## config.mk

```make
export PLATFORM = sky130hd
export DESIGN_NAME = rsp_s2_prep_wr_pp
export DESIGN_NICKNAME = d
export VERILOG_FILES = /design/src/rtl/rsp_s2_prep_pkg.sv /design/src/rtl/rsp_s2_prep_wr_peak.sv /design/src/rtl/rsp_s2_prep_wr_pp.sv
export SDC_FILE = /design/constraint.sdc
export NUM_CORES = 1
export LEC_CHECK = 0
export CORE_MARGIN = 2
export CORE_UTILIZATION = 42
export DETAILED_ROUTE_END_ITERATION = 8
export PLACE_DENSITY = 0.81
export SYNTH_ARGS = -nofsm -noshare
export SYNTH_HDL_FRONTEND = slang
export SYNTH_HIERARCHICAL = 1
export SYNTH_SLANG_ARGS = --single-unit
```

## constraint.sdc

```tcl
create_clock -name clk -period 2.03 [get_ports clk]
set_input_delay 0.406 -clock clk [delete_from_list [all_inputs] [get_ports clk]]
set_output_delay 0.406 -clock clk [all_outputs]
set_load 0.1 [all_outputs]
```

## src/rtl/rsp_s2_prep_pkg.sv

```systemverilog
// Shared types and sizing helpers for the S2 prep ping-pong RAM writer.
// Lane type, writer FSM states, beat count and address width helpers.
package rsp_s2_prep_pkg;

  localparam int SAMPLE_WIDTH_DEF = 32;

  typedef logic signed [SAMPLE_WIDTH_DEF/2-1:0] lane_t;

  typedef enum logic [1:0] {
    S_IDLE,
    S_WR,
    S_DROP
  } wr_state_e;

  function automatic int f_beats(input int dn, input int bl);
    return dn / bl;
  endfunction

  function automatic int f_aw(input int beats);
    return (beats > 1) ? $clog2(beats) : 1;
  endfunction

endpackage

```

## src/rtl/rsp_s2_prep_wr_peak.sv

```systemverilog
// Frame peak tracker: registered max |lane| per beat, then a frame accumulator.
// Built only when RSP_S2_PREP_WR_PP_PEAK_EN is defined.
module rsp_s2_prep_wr_peak
  import rsp_s2_prep_pkg::*;
#(
  parameter int LW        = 16,
  parameter int BURST_LEN = 8
) (
  input  logic                 clk,
  input  logic                 rst_n,
  input  logic signed [LW-1:0] i_lanes [BURST_LEN],
  input  logic                 i_vld,
  input  logic                 i_first,
  input  logic                 i_last,
  output logic        [LW-1:0] o_peak
);

  logic [LW-1:0] w_bmax;
  logic [LW-1:0] w_run;
  logic [LW-1:0] r_bmax;
  logic [LW-1:0] r_acc;
  logic          r_vld;
  logic          r_first;
  logic          r_last;

  // Most negative lane saturates so the result fits the signed range.
  function automatic logic [LW-1:0] f_abs(input logic signed [LW-1:0] v);
    logic signed [LW-1:0] mn;
    mn = {1'b1, {(LW-1){1'b0}}};
    if (v == mn) return {1'b0, {(LW-1){1'b1}}};
    else if (v < 0) return LW'(-v);
    else return LW'(v);
  endfunction

  always_comb begin
    w_bmax = '0;
    for (int k = 0; k < BURST_LEN; k++) begin
      if (f_abs(i_lanes[k]) > w_bmax) w_bmax = f_abs(i_lanes[k]);
    end
  end

  always_comb begin
    w_run = r_bmax;
    if (!r_first && r_acc > r_bmax) w_run = r_acc;
  end

  always_ff @(posedge clk or negedge rst_n) begin
    if (!rst_n) begin
      r_bmax  <= '0;
      r_vld   <= 1'b0;
      r_first <= 1'b0;
      r_last  <= 1'b0;
      r_acc   <= '0;
      o_peak  <= '0;
    end else begin
      r_vld   <= i_vld;
      r_first <= i_first;
      r_last  <= i_last;
      if (i_vld) r_bmax <= w_bmax;
      if (r_vld) begin
        r_acc <= w_run;
        if (r_last) o_peak <= w_run;
      end
    end
  end

endmodule

```

## src/rtl/rsp_s2_prep_wr_pp.sv

```systemverilog
// Packs diff lanes into RAM words and fills a ping-pong RAM frame by frame.
// Optional frame peak output under RSP_S2_PREP_WR_PP_PEAK_EN.
module rsp_s2_prep_wr_pp
  import rsp_s2_prep_pkg::*;
#(
  parameter int SAMPLE_WIDTH = 32,
  parameter int BURST_LEN    = 8,
  parameter int DATA_NUM     = 1024,
  parameter int RAM_WIDTH    = 128,
  localparam int LW    = SAMPLE_WIDTH / 2,
  localparam int BEATS = f_beats(DATA_NUM, BURST_LEN),
  localparam int AW    = f_aw(BEATS)
) (
  input  logic                 clk,
  input  logic                 rst_n,
  input  logic signed [LW-1:0] i_y0_data [BURST_LEN],
  input  logic                 i_y0_valid,
  output logic                 o_ram_wr_en,
  output logic [AW:0]          o_ram_wr_addr,
  output logic [RAM_WIDTH-1:0] o_ram_wr_data,
  output logic [1:0]           o_bank_rdy,
  input  logic [1:0]           i_bank_done,
  output logic                 o_frame_done,
  output logic                 o_frame_bank,
  output logic [LW-1:0]        o_frame_peak,
  output logic                 o_ovf
);

  wr_state_e r_state;
  wr_state_e w_state_nx;

  logic                 r_bank;
  logic [AW-1:0]        r_cnt;
  logic                 r_commit;
  logic                 r_commit_bank;
  logic                 w_last;
  logic                 w_wr;
  logic                 w_drop;
  logic [1:0]           w_set;
  logic [1:0]           w_rdy_nx;
  logic [RAM_WIDTH-1:0] w_pack;

  assign w_last = (r_cnt == AW'(BEATS - 1));

  always_comb begin
    w_pack = '0;
    for (int k = 0; k < BURST_LEN; k++) begin
      w_pack[k*LW +: LW] = i_y0_data[k];
    end
  end

  always_comb begin
    w_state_nx = r_state;
    w_wr       = 1'b0;
    w_drop     = 1'b0;
    if (i_y0_valid) begin
      unique case (r_state)
        S_IDLE: begin
          if (!o_bank_rdy[r_bank]) begin
            w_wr       = 1'b1;
            w_state_nx = w_last ? S_IDLE : S_WR;
          end else begin
            w_drop     = 1'b1;
            w_state_nx = w_last ? S_IDLE : S_DROP;
          end
        end
        S_WR: begin
          w_wr = 1'b1;
          if (w_last) w_state_nx = S_IDLE;
        end
        S_DROP: begin
          if (w_last) w_state_nx = S_IDLE;
        end
        default: w_state_nx = S_IDLE;
      endcase
    end
  end

  // A commit set wins over a same-cycle release of that bank.
  assign w_set    = {r_commit & r_commit_bank, r_commit & ~r_commit_bank};
  assign w_rdy_nx = (o_bank_rdy & ~i_bank_done) | w_set;

  always_ff @(posedge clk or negedge rst_n) begin
    if (!rst_n) begin
      r_state       <= S_IDLE;
      r_bank        <= 1'b0;
      r_cnt         <= '0;
      r_commit      <= 1'b0;
      r_commit_bank <= 1'b0;
      o_ram_wr_en   <= 1'b0;
      o_ram_wr_addr <= '0;
      o_ram_wr_data <= '0;
      o_bank_rdy    <= '0;
      o_frame_done  <= 1'b0;
      o_frame_bank  <= 1'b0;
      o_ovf         <= 1'b0;
    end else begin
      r_state     <= w_state_nx;
      o_ram_wr_en <= w_wr;
      r_commit    <= w_wr & w_last;
      o_frame_done <= r_commit;
      o_bank_rdy  <= w_rdy_nx;
      if (i_y0_valid) r_cnt <= w_last ? '0 : r_cnt + 1'b1;
      if (w_wr) begin
        o_ram_wr_addr <= {r_bank, r_cnt};
        o_ram_wr_data <= w_pack;
      end
      if (w_wr && w_last) begin
        r_bank        <= ~r_bank;
        r_commit_bank <= r_bank;
      end
      if (r_commit) o_frame_bank <= r_commit_bank;
      if (w_drop) o_ovf <= 1'b1;
    end
  end

`ifdef RSP_S2_PREP_WR_PP_PEAK_EN
  logic w_first;
  assign w_first = (r_state == S_IDLE);

  rsp_s2_prep_wr_peak #(
    .LW        (LW),
    .BURST_LEN (BURST_LEN)
  ) u_peak (
    .clk     (clk),
    .rst_n   (rst_n),
    .i_lanes (i_y0_data),
    .i_vld   (w_wr),
    .i_first (w_first),
    .i_last  (w_last),
    .o_peak  (o_frame_peak)
  );
`else
  assign o_frame_peak = '0;
`endif

endmodule
```

==> summary.md, run 1 <==
| Metric | Value |
|---|---|
| Worst EP required | `2.32 ns` |
| Final worst-path cycle share | `92.7%` |
| Router iterations before antenna repair | `4` |
| H-tree levels | `4` |
| TritonCTS buffer count | `17` |
| Max_cap viols | `0` |
| CTS root buf | `clkbuf_16` |
| Clk_lat worst skew | `0.41 ns` |
| Synth area leaders | `dfrtp_1 60%, mux2_4 23%, mux2_2 6.7%, buf_8 2.3%, buf_4 1.9%` |
| Minimum clock period | `1.88 ns` |
| CTS Buffer Depth | `2` |
| Global route total overflow | `0` |
| Synth Flop Type | `dfrtp_1` |
| Max stage delay cell, worst path | `dfrtp_1` |
| Critical path peak fanout | `33` |
| Routability cong. | `0.807` |
| Worst Skew | `0.00806 ns` |
| First-pass GRT wire length | `23,300 µm` |
| Avg Inst Size Synth | `17.2 µm²` |
| Worst Setup EP | `o_ram_wr_data[52]` |
| Crit path DAT | `2.17 ns` |
| Die H | `127 µm` |
| Hold Crit Class | `register to register` |
| # nets final | `803` |
| Final setup fails | `0` |
| DR vias/cell | `4.69` |
| Cell Rows | `45` |
| Status | `finished clean` |
| # IOs | `291` |
| Largest net degree at the start of global routing | `52` |
| YS warnings | `6` |
| Clk slew on worst S/H paths | `0.06 ns` |
| DRC viols | `0` |
| Critical Path Sink Type | `register` |
| Number of global-route vias before repair | `4,389` |
| R2r worst-path depth | `6` |
| Synth Register Bits | `154` |
| Post-CTS setup buffers | `0` |
| Crit path max-delay family | `multiplexers` |
| # diodes | `0` |
| TritonCTS clock tree | `yes` |
| Yosys top cell area share | `60.3%` |
| Port Buffer Count | `274` |
| DPL Wire Length | `11,100 µm` |
| Fraction of layout cells with a size suffix above 1 | `49.1%` |
| Slew Viols, Final | `0` |
| Antenna violation net count after detailed routing | `0` |
| Worst R2R Setup Slack | `0.15 ns` |
| Final wirelength | `15,000 µm` |
| Most common cell after layout, fill and taps aside | `buf_4` |
| Initial antenna violation count | `0` |
| Quantity of hold-fixing buffers added after cts | `1` |
| Largest area contributor in the netlist | `dfrtp_1` |
| Post-synth EDFFs | `0` |
| Core area | `15,000 µm²` |
| Die X | `127 µm` |
| Levels on crit path | `6` |
| Post-synthesis sequential area ratio | `60.3%` |
| Most frequent cells in the layout | `154 x buf_4, 152 x dfrtp_1, 131 x clkdlybuf4s50_1` |
| Via count | `4,061` |
| Global Route Usage Sum | `18.5%` |
| Share of flip-flops with an asynchronous set or reset | `100%` |
| Starting Density | `42.5%` |
| Distinct cell type count after synthesis | `29` |
| R2r endpoint | `o_ram_wr_data[52]` |
| Fin Setup TNS | `0 ns` |
| Setup crit start | `r_bank` |
| Final hold viol count | `0` |
| CP Class | `register to register` |
| Origin of the critical flop-to-flop path | `r_bank` |
| Layout area overhead | `49.5%` |
| Post-cts resize count | `0` |
| Iter 0 DRT Violations | `79` |
| Drt wl/cell | `17.3 µm` |
| Die area | `16,200 µm²` |
| CTS sink cnt | `154` |
| Syn Inst Count | `372` |
| Fmax | `531 MHz` |
| Unrepaired setup endpoints after global routing | `no` |
| Crit start category | `register` |
| Crit path buf inv count | `2` |
| CP max stage delay | `0.43 ns` |
| Cell Chain, Critical Path | `mux2i_2 -> a21o_1 -> nand2_4 -> inv_6 -> buf_12 -> mux2_4` |
| Area of the mapped netlist | `6390 µm²` |
[synthesized netlist by cell type (2+ instances only)]
master,count
dfrtp_1,154
mux2_4,100
mux2_2,38
buf_4,16
buf_8,10
inv_1,7
nand2_1,7
nor2_1,4
o21ai_0,4
buf_6,3
ha_1,3
nand4_1,3
xnor2_1,3
buf_2,2
mux2i_1,2
nand3_1,2
xor2_1,2
[metrics by stage]
step | hold WS (ns) | std cells | utilization, % | area, µm² | worst slack, ns
2_1_floorplan | 0.110 | 387 | - | 6460 | 0.00275
3_3_place_gp | 0.375 | 835 | 59.6 | 8960 | 0.124
3_5_place_dp | 0.378 | 835 | 59.6 | 8960 | 0.100
4_1_cts | 0.444 | 866 | 63.6 | 9560 | 0.135
5_1_grt | 0.460 | 866 | 63.6 | 9560 | 0.0411
6_report | 0.455 | 866 | 63.6 | 9560 | 0.147
[sequential cells by signal (all words and copies together) (netlist names)]
register and cells:
r_commit 1, o_ram_wr_en 1, o_ram_wr_data 128, o_ram_wr_addr 8
r_cnt 7, r_bank 1, r_commit_bank 1, o_bank_rdy 2
o_ovf 1, o_frame_done 1, o_frame_bank 1, r_state 2
[routing by layer]
metal | vias to the layer above | track usage [%] | share of wire, %
met2 | 172 | 31.6 | 51
met3 | 15 | 6.78 | 7.6
met4 | 0 | 5.30 | 1.2
met5 | - | 0 | 0
met1 | 2029 | 22.0 | 40
li1 | 1845 | - | -
[kinds of logic (layout without fill, tap and decap cells)]
family                     count (synthesis)  in the layout  share of synthesized area (%)
other                                      1             16                         0.0587
muxes                                    140            140                           30.5
DFF                                      154            154                           60.3
xor gates and xnor gates                   5              5                          0.685
adders and majority gates                  3              3                          0.587
AOI/OAI and AO/OA                         10             10                          0.979
and+or+nand+nor                           20             20                           1.55
buffers and inverters                     39            330                           5.38
[cell type report]
class / count / area [µm²]
fill: 1097 / 5470
sequential: 154 / 3860
timing repair buffer: 292 / 2590
multi-input combinational: 194 / 2260
clock buffer: 19 / 443
tap: 188 / 235
clock inverter: 11 / 148
inverter: 8 / 35.0
[worst min-delay path by stage]
stage | from | slack [ns] | end | cells after the start
floorplan | rst_n | 0.11 | o_bank_rdy[0] | 0
global route | r_commit | 0.46 | o_frame_done | 0
detailed placement | rst_n | 0.38 | o_ram_wr_data[68] | 1
finish | r_commit | 0.46 | o_frame_done | 0
global placement | rst_n | 0.37 | o_ram_wr_data[68] | 1
CTS | r_commit | 0.44 | o_frame_done | 0
Power of run 1 is not shown: default switching activity piles up to over one toggle a cycle in this logic, so the estimate is an artifact.
==> inputs of run 2 (changes only) <==
--- a/config.mk
+++ b/config.mk
@@ -7,6 +7,7 @@
 export LEC_CHECK = 0
 export CORE_MARGIN = 2
 export CORE_UTILIZATION = 42
+export CTS_BUF_LIST = sky130_fd_sc_hd__clkbuf_16
 export DETAILED_ROUTE_END_ITERATION = 8
 export PLACE_DENSITY = 0.81
 export SYNTH_ARGS = -nofsm -noshare
==> run 2 against run 1 <==
Effect of this change: cell area is 0.10% lower; clock-buffer cell count is 2 lower; critical endpoint is now o_ram_wr_data[55]; non-clock buffer count stayed put; wire length is 0.26% lower; highest routed layer unchanged.
==> summary.md, run 2 (synthesized netlist as in run 1, its figures left out) <==
| Metric | Value |
|---|---|
| Fmax | `534 MHz (+0.63%)` |
| Hold Crit Class | `register to register` |
| Cell Chain, Critical Path | `mux2i_2 -> a21o_1 -> nand2_4 -> inv_6 -> buf_12 -> mux2_4` |
| Core area | `15,000 µm² (unchanged)` |
| Crit path DAT | `2.16 ns (about the same)` |
| Worst Skew | `0.00542 ns (-0.00264 ns)` |
| Worst EP required | `2.32 ns (about the same)` |
| TritonCTS clock tree | `yes` |
| Top Registers | `o_ram_wr_data x128, o_ram_wr_addr x8, r_cnt x7` |
| CTS Buffer Depth | `2 (unchanged)` |
| Critical Path Sink Type | `register` |
| # nets final | `803 (unchanged)` |
| Cell Rows | `45 (unchanged)` |
| Worst R2R Setup Slack | `0.16 ns (about the same)` |
| CP Class | `register to register` |
| First-pass GRT wire length | `23,200 µm (-0.27%)` |
| Final hold viol count | `0 (unchanged)` |
| Final setup fails | `0 (unchanged)` |
| Levels on crit path | `6 (unchanged)` |
| Max FFs per register | `128 (unchanged)` |
| # IOs | `291 (unchanged)` |
| Via count | `4,046 (-0.37%)` |
| Final wirelength | `15,000 µm (-0.26%)` |
| Max_cap viols | `0 (unchanged)` |
| Iter 0 DRT Violations | `90 (+14%)` |
| CP max stage delay | `0.43 ns (about the same)` |
| DR vias/cell | `4.67 (-0.37%)` |
| Post-cts resize count | `0 (unchanged)` |
| Hold path cells | `0 (unchanged)` |
| R2r worst-path depth | `6 (unchanged)` |
| CTS root buf | `clkbuf_16` |
| Final worst-path cycle share | `92.2% (-0.58 points)` |
| Die H | `127 µm (unchanged)` |
| Slew Viols, Final | `0 (unchanged)` |
| Largest net degree at the start of global routing | `52 (unchanged)` |
| Most frequent cells in the layout | `154 x buf_4, 152 x dfrtp_1, 131 x clkdlybuf4s50_1` |
| Starting Density | `42.5% (unchanged)` |
| Routability cong. | `0.807 (unchanged)` |
| Die area | `16,200 µm² (unchanged)` |
| Die X | `127 µm (unchanged)` |
| Clk slew on worst S/H paths | `0.06 ns (about the same)` |
| # diodes | `0 (unchanged)` |
| Status | `finished clean` |
| Port Buffer Count | `274 (unchanged)` |
| Fin Setup TNS | `0 ns (unchanged)` |
| TritonCTS buffer count | `17 (unchanged)` |
| Number of global-route vias before repair | `4,382 (-0.16%)` |
| Fill count | `1,097 (unchanged)` |
| Max stage delay cell, worst path | `dfrtp_1` |
| DRC viols | `0 (unchanged)` |
| Global Route Usage Sum | `18.5% (about the same)` |
| Crit path max-delay family | `multiplexers` |
| Sequential Area | `3860 µm² (unchanged)` |
| Unrepaired setup endpoints after global routing | `no` |
| DPL Wire Length | `11,100 µm (unchanged)` |
| Layout area overhead | `49.4%` |
| Minimum clock period | `1.87 ns (-0.0118 ns)` |
| Initial antenna violation count | `0 (unchanged)` |
| Router iterations before antenna repair | `4 (unchanged)` |
| Crit start category | `register` |
| H-tree levels | `4 (unchanged)` |
| Clk_lat worst skew | `0.41 ns (about the same)` |
| Drt wl/cell | `17.3 µm (-0.26%)` |
| Fraction of layout cells with a size suffix above 1 | `49.0% (-0.15 points)` |
| Antenna violation net count after detailed routing | `0 (unchanged)` |
| CTS sink cnt | `154 (unchanged)` |
| Multi-input logic area | `2260 µm² (unchanged)` |
| Global route total overflow | `0 (unchanged)` |
| Crit path buf inv count | `2 (unchanged)` |
| Most common cell after layout, fill and taps aside | `buf_4` |
| Register bank with the most flops | `o_ram_wr_data` |
| Critical path peak fanout | `33 (unchanged)` |
==> run 2: path summary, 6_finish.rpt <==
| check | end | startpoint |
|---|---|---|
| min in group asynchronous | o_ram_wr_data[68] | rst_n |
| max in group asynchronous | o_ram_wr_data[114] | rst_n |
| worst max-delay path | o_ram_wr_data[55] | r_bank |
| worst max register to register | o_ram_wr_data[55] | r_bank |
| worst min-delay path | o_frame_done | r_commit |
| worst min register to register | o_frame_done | r_commit |
==> run 2: area by class of cell <==
type,count,area share (%)
repair buffers,292,27.1
clock inverters,13,1.62
well taps,188,2.46
flip-flops and latches,154,40.4
clock buffers,17,4.45
multi-input cells,194,23.6
inverters,8,0.367
==> run 2: repair_timing <==
item,in CTS,in global routing
setup buffers,0,0
hold endpoints to repair,46,0
hold buffers,1,0
endpoints found under the setup margin,0,0
==> run 2: through the flow <==
stage                     worst slack [ns]  hold WS [ns]  area [µm²]  std cells  util, %
after floorplan                    0.00275         0.110        6460        387        -
after global placement               0.124         0.375        8960        835     59.6
after detailed placement             0.100         0.378        8960        835     59.6
after CTS                            0.139         0.432        9550        866     63.5
after global routing                0.0458         0.464        9550        866     63.5
final                                0.159         0.441        9550        866     63.5
==> run 2: routing by layer <==
| layer | wire length (µm) | vias to the layer above | track usage, % |
|---|---|---|---|
| met5 | 0 | - | 0 |
| met4 | 203 | 0 | 5.49 |
| met3 | 1150 | 18 | 6.78 |
| met2 | 7610 | 170 | 31.5 |
| met1 | 6010 | 2013 | 22.0 |
| li1 | - | 1845 | - |
Power of run 2 is left out for the same reason.
==> inputs of run 3 (changes only) <==
--- a/config.mk
+++ b/config.mk
@@ -5,7 +5,6 @@
 export SDC_FILE = /design/constraint.sdc
 export NUM_CORES = 1
 export LEC_CHECK = 0
-export CORE_MARGIN = 2
 export CORE_UTILIZATION = 42
 export CTS_BUF_LIST = sky130_fd_sc_hd__clkbuf_16
 export DETAILED_ROUTE_END_ITERATION = 8
==> run 3 against run 2 <==
Effect of this change: the run now ends with DRC left; utilization is 1.6 points higher; sequential share of layout area decreased by 0.11 points; critical path depth did not move; via count grew 1.1%; final cell count is 0.69% lower; global-route usage is 1.5 points higher; wire length increased by 0.96%; worst setup slack worse by 0.030 ns; clock-buffer cell count unchanged; hold slack improved by 0.0086 ns; critical path type unchanged.
==> summary.md, run 3 (synthesized netlist as in run 1, its figures left out) <==
| Metric | Value |
|---|---|
| Crit path max-delay family | `multiplexers` |
| Worst R2R Setup Slack | `0.13 ns (-0.03 ns)` |
| Placed Area | `8930 µm² (-0.31%)` |
| TritonCTS buffer count | `17 (unchanged)` |
| Die H | `125 µm (-1.6%)` |
| Minimum clock period | `1.90 ns (+0.0301 ns)` |
| Multi-input logic area | `2260 µm² (unchanged)` |
| Final instance area | `9580 µm² (+0.26%)` |
| Starting Density | `43.5% (+0.97 points)` |
| Hold Crit Class | `register to register` |
| Origin of the critical flop-to-flop path | `r_bank` |
| Clk slew on worst S/H paths | `0.06 ns (about the same)` |
| Place WS | `0.0802 ns (-0.0201 ns)` |
| Fill count | `1,075 (-2.0%)` |
| Hold path endpoint | `o_frame_done` |
| TritonCTS clock tree | `yes` |
| Via count | `4,092 (+1.1%)` |
| Worst EP required | `2.32 ns (about the same)` |
| Final hold viol count | `0 (unchanged)` |
| Most common cell after layout, fill and taps aside | `dfrtp_1` |
| # IOs | `291 (unchanged)` |
| Initial antenna violation count | `0 (unchanged)` |
| Die area | `15,700 µm² (-3.1%)` |
| Fraction of layout cells with a size suffix above 1 | `48.7% (-0.30 points)` |
| Layout area overhead | `49.8%` |
| CP max stage delay | `0.43 ns (about the same)` |
| Cell Chain, Critical Path | `mux2i_2 -> a21o_1 -> nand2_4 -> inv_6 -> buf_4 -> mux2_4` |
| Crit path DAT | `2.19 ns (+0.03 ns)` |
| Die X | `125 µm (-1.6%)` |
| Post-CTS setup buffers | `0 (unchanged)` |
| Final setup fails | `0 (unchanged)` |
| DPL Wire Length | `11,200 µm (+0.63%)` |
| Drt wl/cell | `17.6 µm (+1.7%)` |
| Min-delay src | `r_commit` |
| Status | `complete, but fails checks` |
| Critical path peak fanout | `12 (-64%)` |
| Crit start category | `register` |
| CTS root buf | `clkbuf_16` |
| # diodes | `0 (unchanged)` |
| Final worst-path cycle share | `93.6% (+1.5 points)` |
| Register bank with the most flops | `o_ram_wr_data` |
| Global route total overflow | `0 (unchanged)` |
| H-tree levels | `4 (unchanged)` |
| Crit path buf inv count | `2 (unchanged)` |
| Slew Viols, Final | `0 (unchanged)` |
| DRC viols | `23 (+23)` |
| Fmax | `526 MHz (-1.6%)` |
| Sequential Area | `3860 µm² (unchanged)` |
| Worst Skew | `0.00559 ns (+0.000174 ns)` |
| Max FFs per register | `128 (unchanged)` |
| CTS sink cnt | `154 (unchanged)` |
| Unrepaired setup endpoints after global routing | `no` |
| Failing checks | `DRC` |
| Final worst slack | `0.129 ns (-0.0301 ns)` |
| Setup crit start | `r_bank` |
| Global Route Usage Sum | `20.0% (+1.5 points)` |
| Fin Setup TNS | `0 ns (unchanged)` |
| Layout Utilization | `65.2% (+1.6 points)` |
| Port Buffer Count | `274 (unchanged)` |
| Cell Rows | `44 (-2.2%)` |
| DR vias/cell | `4.76 (+1.8%)` |
| Hold path cells | `0 (unchanged)` |
| Iter 0 DRT Violations | `224 (+150%)` |
| Clk_lat worst skew | `0.41 ns (about the same)` |
| CP Class | `register to register` |
| R2r endpoint | `o_ram_wr_data[19]` |
| Top Registers | `o_ram_wr_data x128, o_ram_wr_addr x8, r_cnt x7` |
| Max_cap viols | `0 (unchanged)` |
| Most frequent cells in the layout | `152 x dfrtp_1, 151 x buf_4, 131 x clkdlybuf4s50_1` |
| Core area | `14,700 µm² (-2.2%)` |
| R2r worst-path depth | `6 (unchanged)` |
| Routability cong. | `0.777 (-3.7%)` |
| Router iterations before antenna repair | `7 (+3)` |
| First-pass GRT wire length | `24,200 µm (+4.1%)` |
| Critical Path Sink Type | `register` |
| Antenna violation net count after detailed routing | `0 (unchanged)` |
| Final wirelength | `15,100 µm (+0.96%)` |
| Largest net degree at the start of global routing | `67 (+29%)` |
| Max stage delay cell, worst path | `dfrtp_1` |
| CTS Buffer Depth | `2 (unchanged)` |
| Number of global-route vias before repair | `4,424 (+0.96%)` |
| # nets final | `800 (-0.37%)` |
-- run 3: changes by cell type in the layout (fill, tap and decap cells not counted) --
cell | before | now
clkinvlp_4 | 1 | 2
inv_1 | 8 | 10
bufinv_16 | 3 | 5
clkinv_1 | 1 | 0
buf_4 | 154 | 151
clkinv_2 | 3 | 1
inv_6 | 2 | 1
-- run 3: repair_timing --
action                                 4_1_cts  5_1_grt
endpoints found under the hold margin       37        0
resized for setup                            0        0
hold buffers                                 1        0
-- run 3: per-stage QoR --
stage	instances	hold slack, ns
3_5_place_dp	828	0.332
4_1_cts	860	0.447
6_report	860	0.450
3_3_place_gp	828	0.327
2_1_floorplan	387	0.110
5_1_grt	860	0.457
-- run 3: worst max-delay path by stage --
stage	to	slack [ns]	cells past startpoint
2_1_floorplan	o_ram_wr_data[0]	0.003	7
3_3_place_gp	o_ram_wr_data[14]	0.11	5
3_5_place_dp	o_ram_wr_data[87]	0.08	5
4_1_cts	o_ram_wr_data[19]	0.13	6
5_1_grt	o_ram_wr_data[19]	0.05	6
6_report	o_ram_wr_data[19]	0.13	6
-- run 3: per-layer routing --
metal | track usage [%] | part of all wire [%] | vias up | wire, µm
li1 | - | - | 1842 | -
met1 | 24.1 | 38 | 2059 | 5790
met2 | 33.9 | 53 | 161 | 7960
met3 | 5.39 | 6.6 | 30 | 996
met4 | 8.54 | 2.5 | 0 | 376
met5 | 0 | 0 | - | 0
-- run 3: final cells by class --
class                      instances  area share, %
tap                              184           2.40
sequential                       154           40.3
clock buffer                      17           4.44
multi-input combinational        194           23.6
timing repair buffer             289           26.8
clock inverter                    14           2.17
inverter                           8          0.366
Power of run 3 is left out for the same reason.
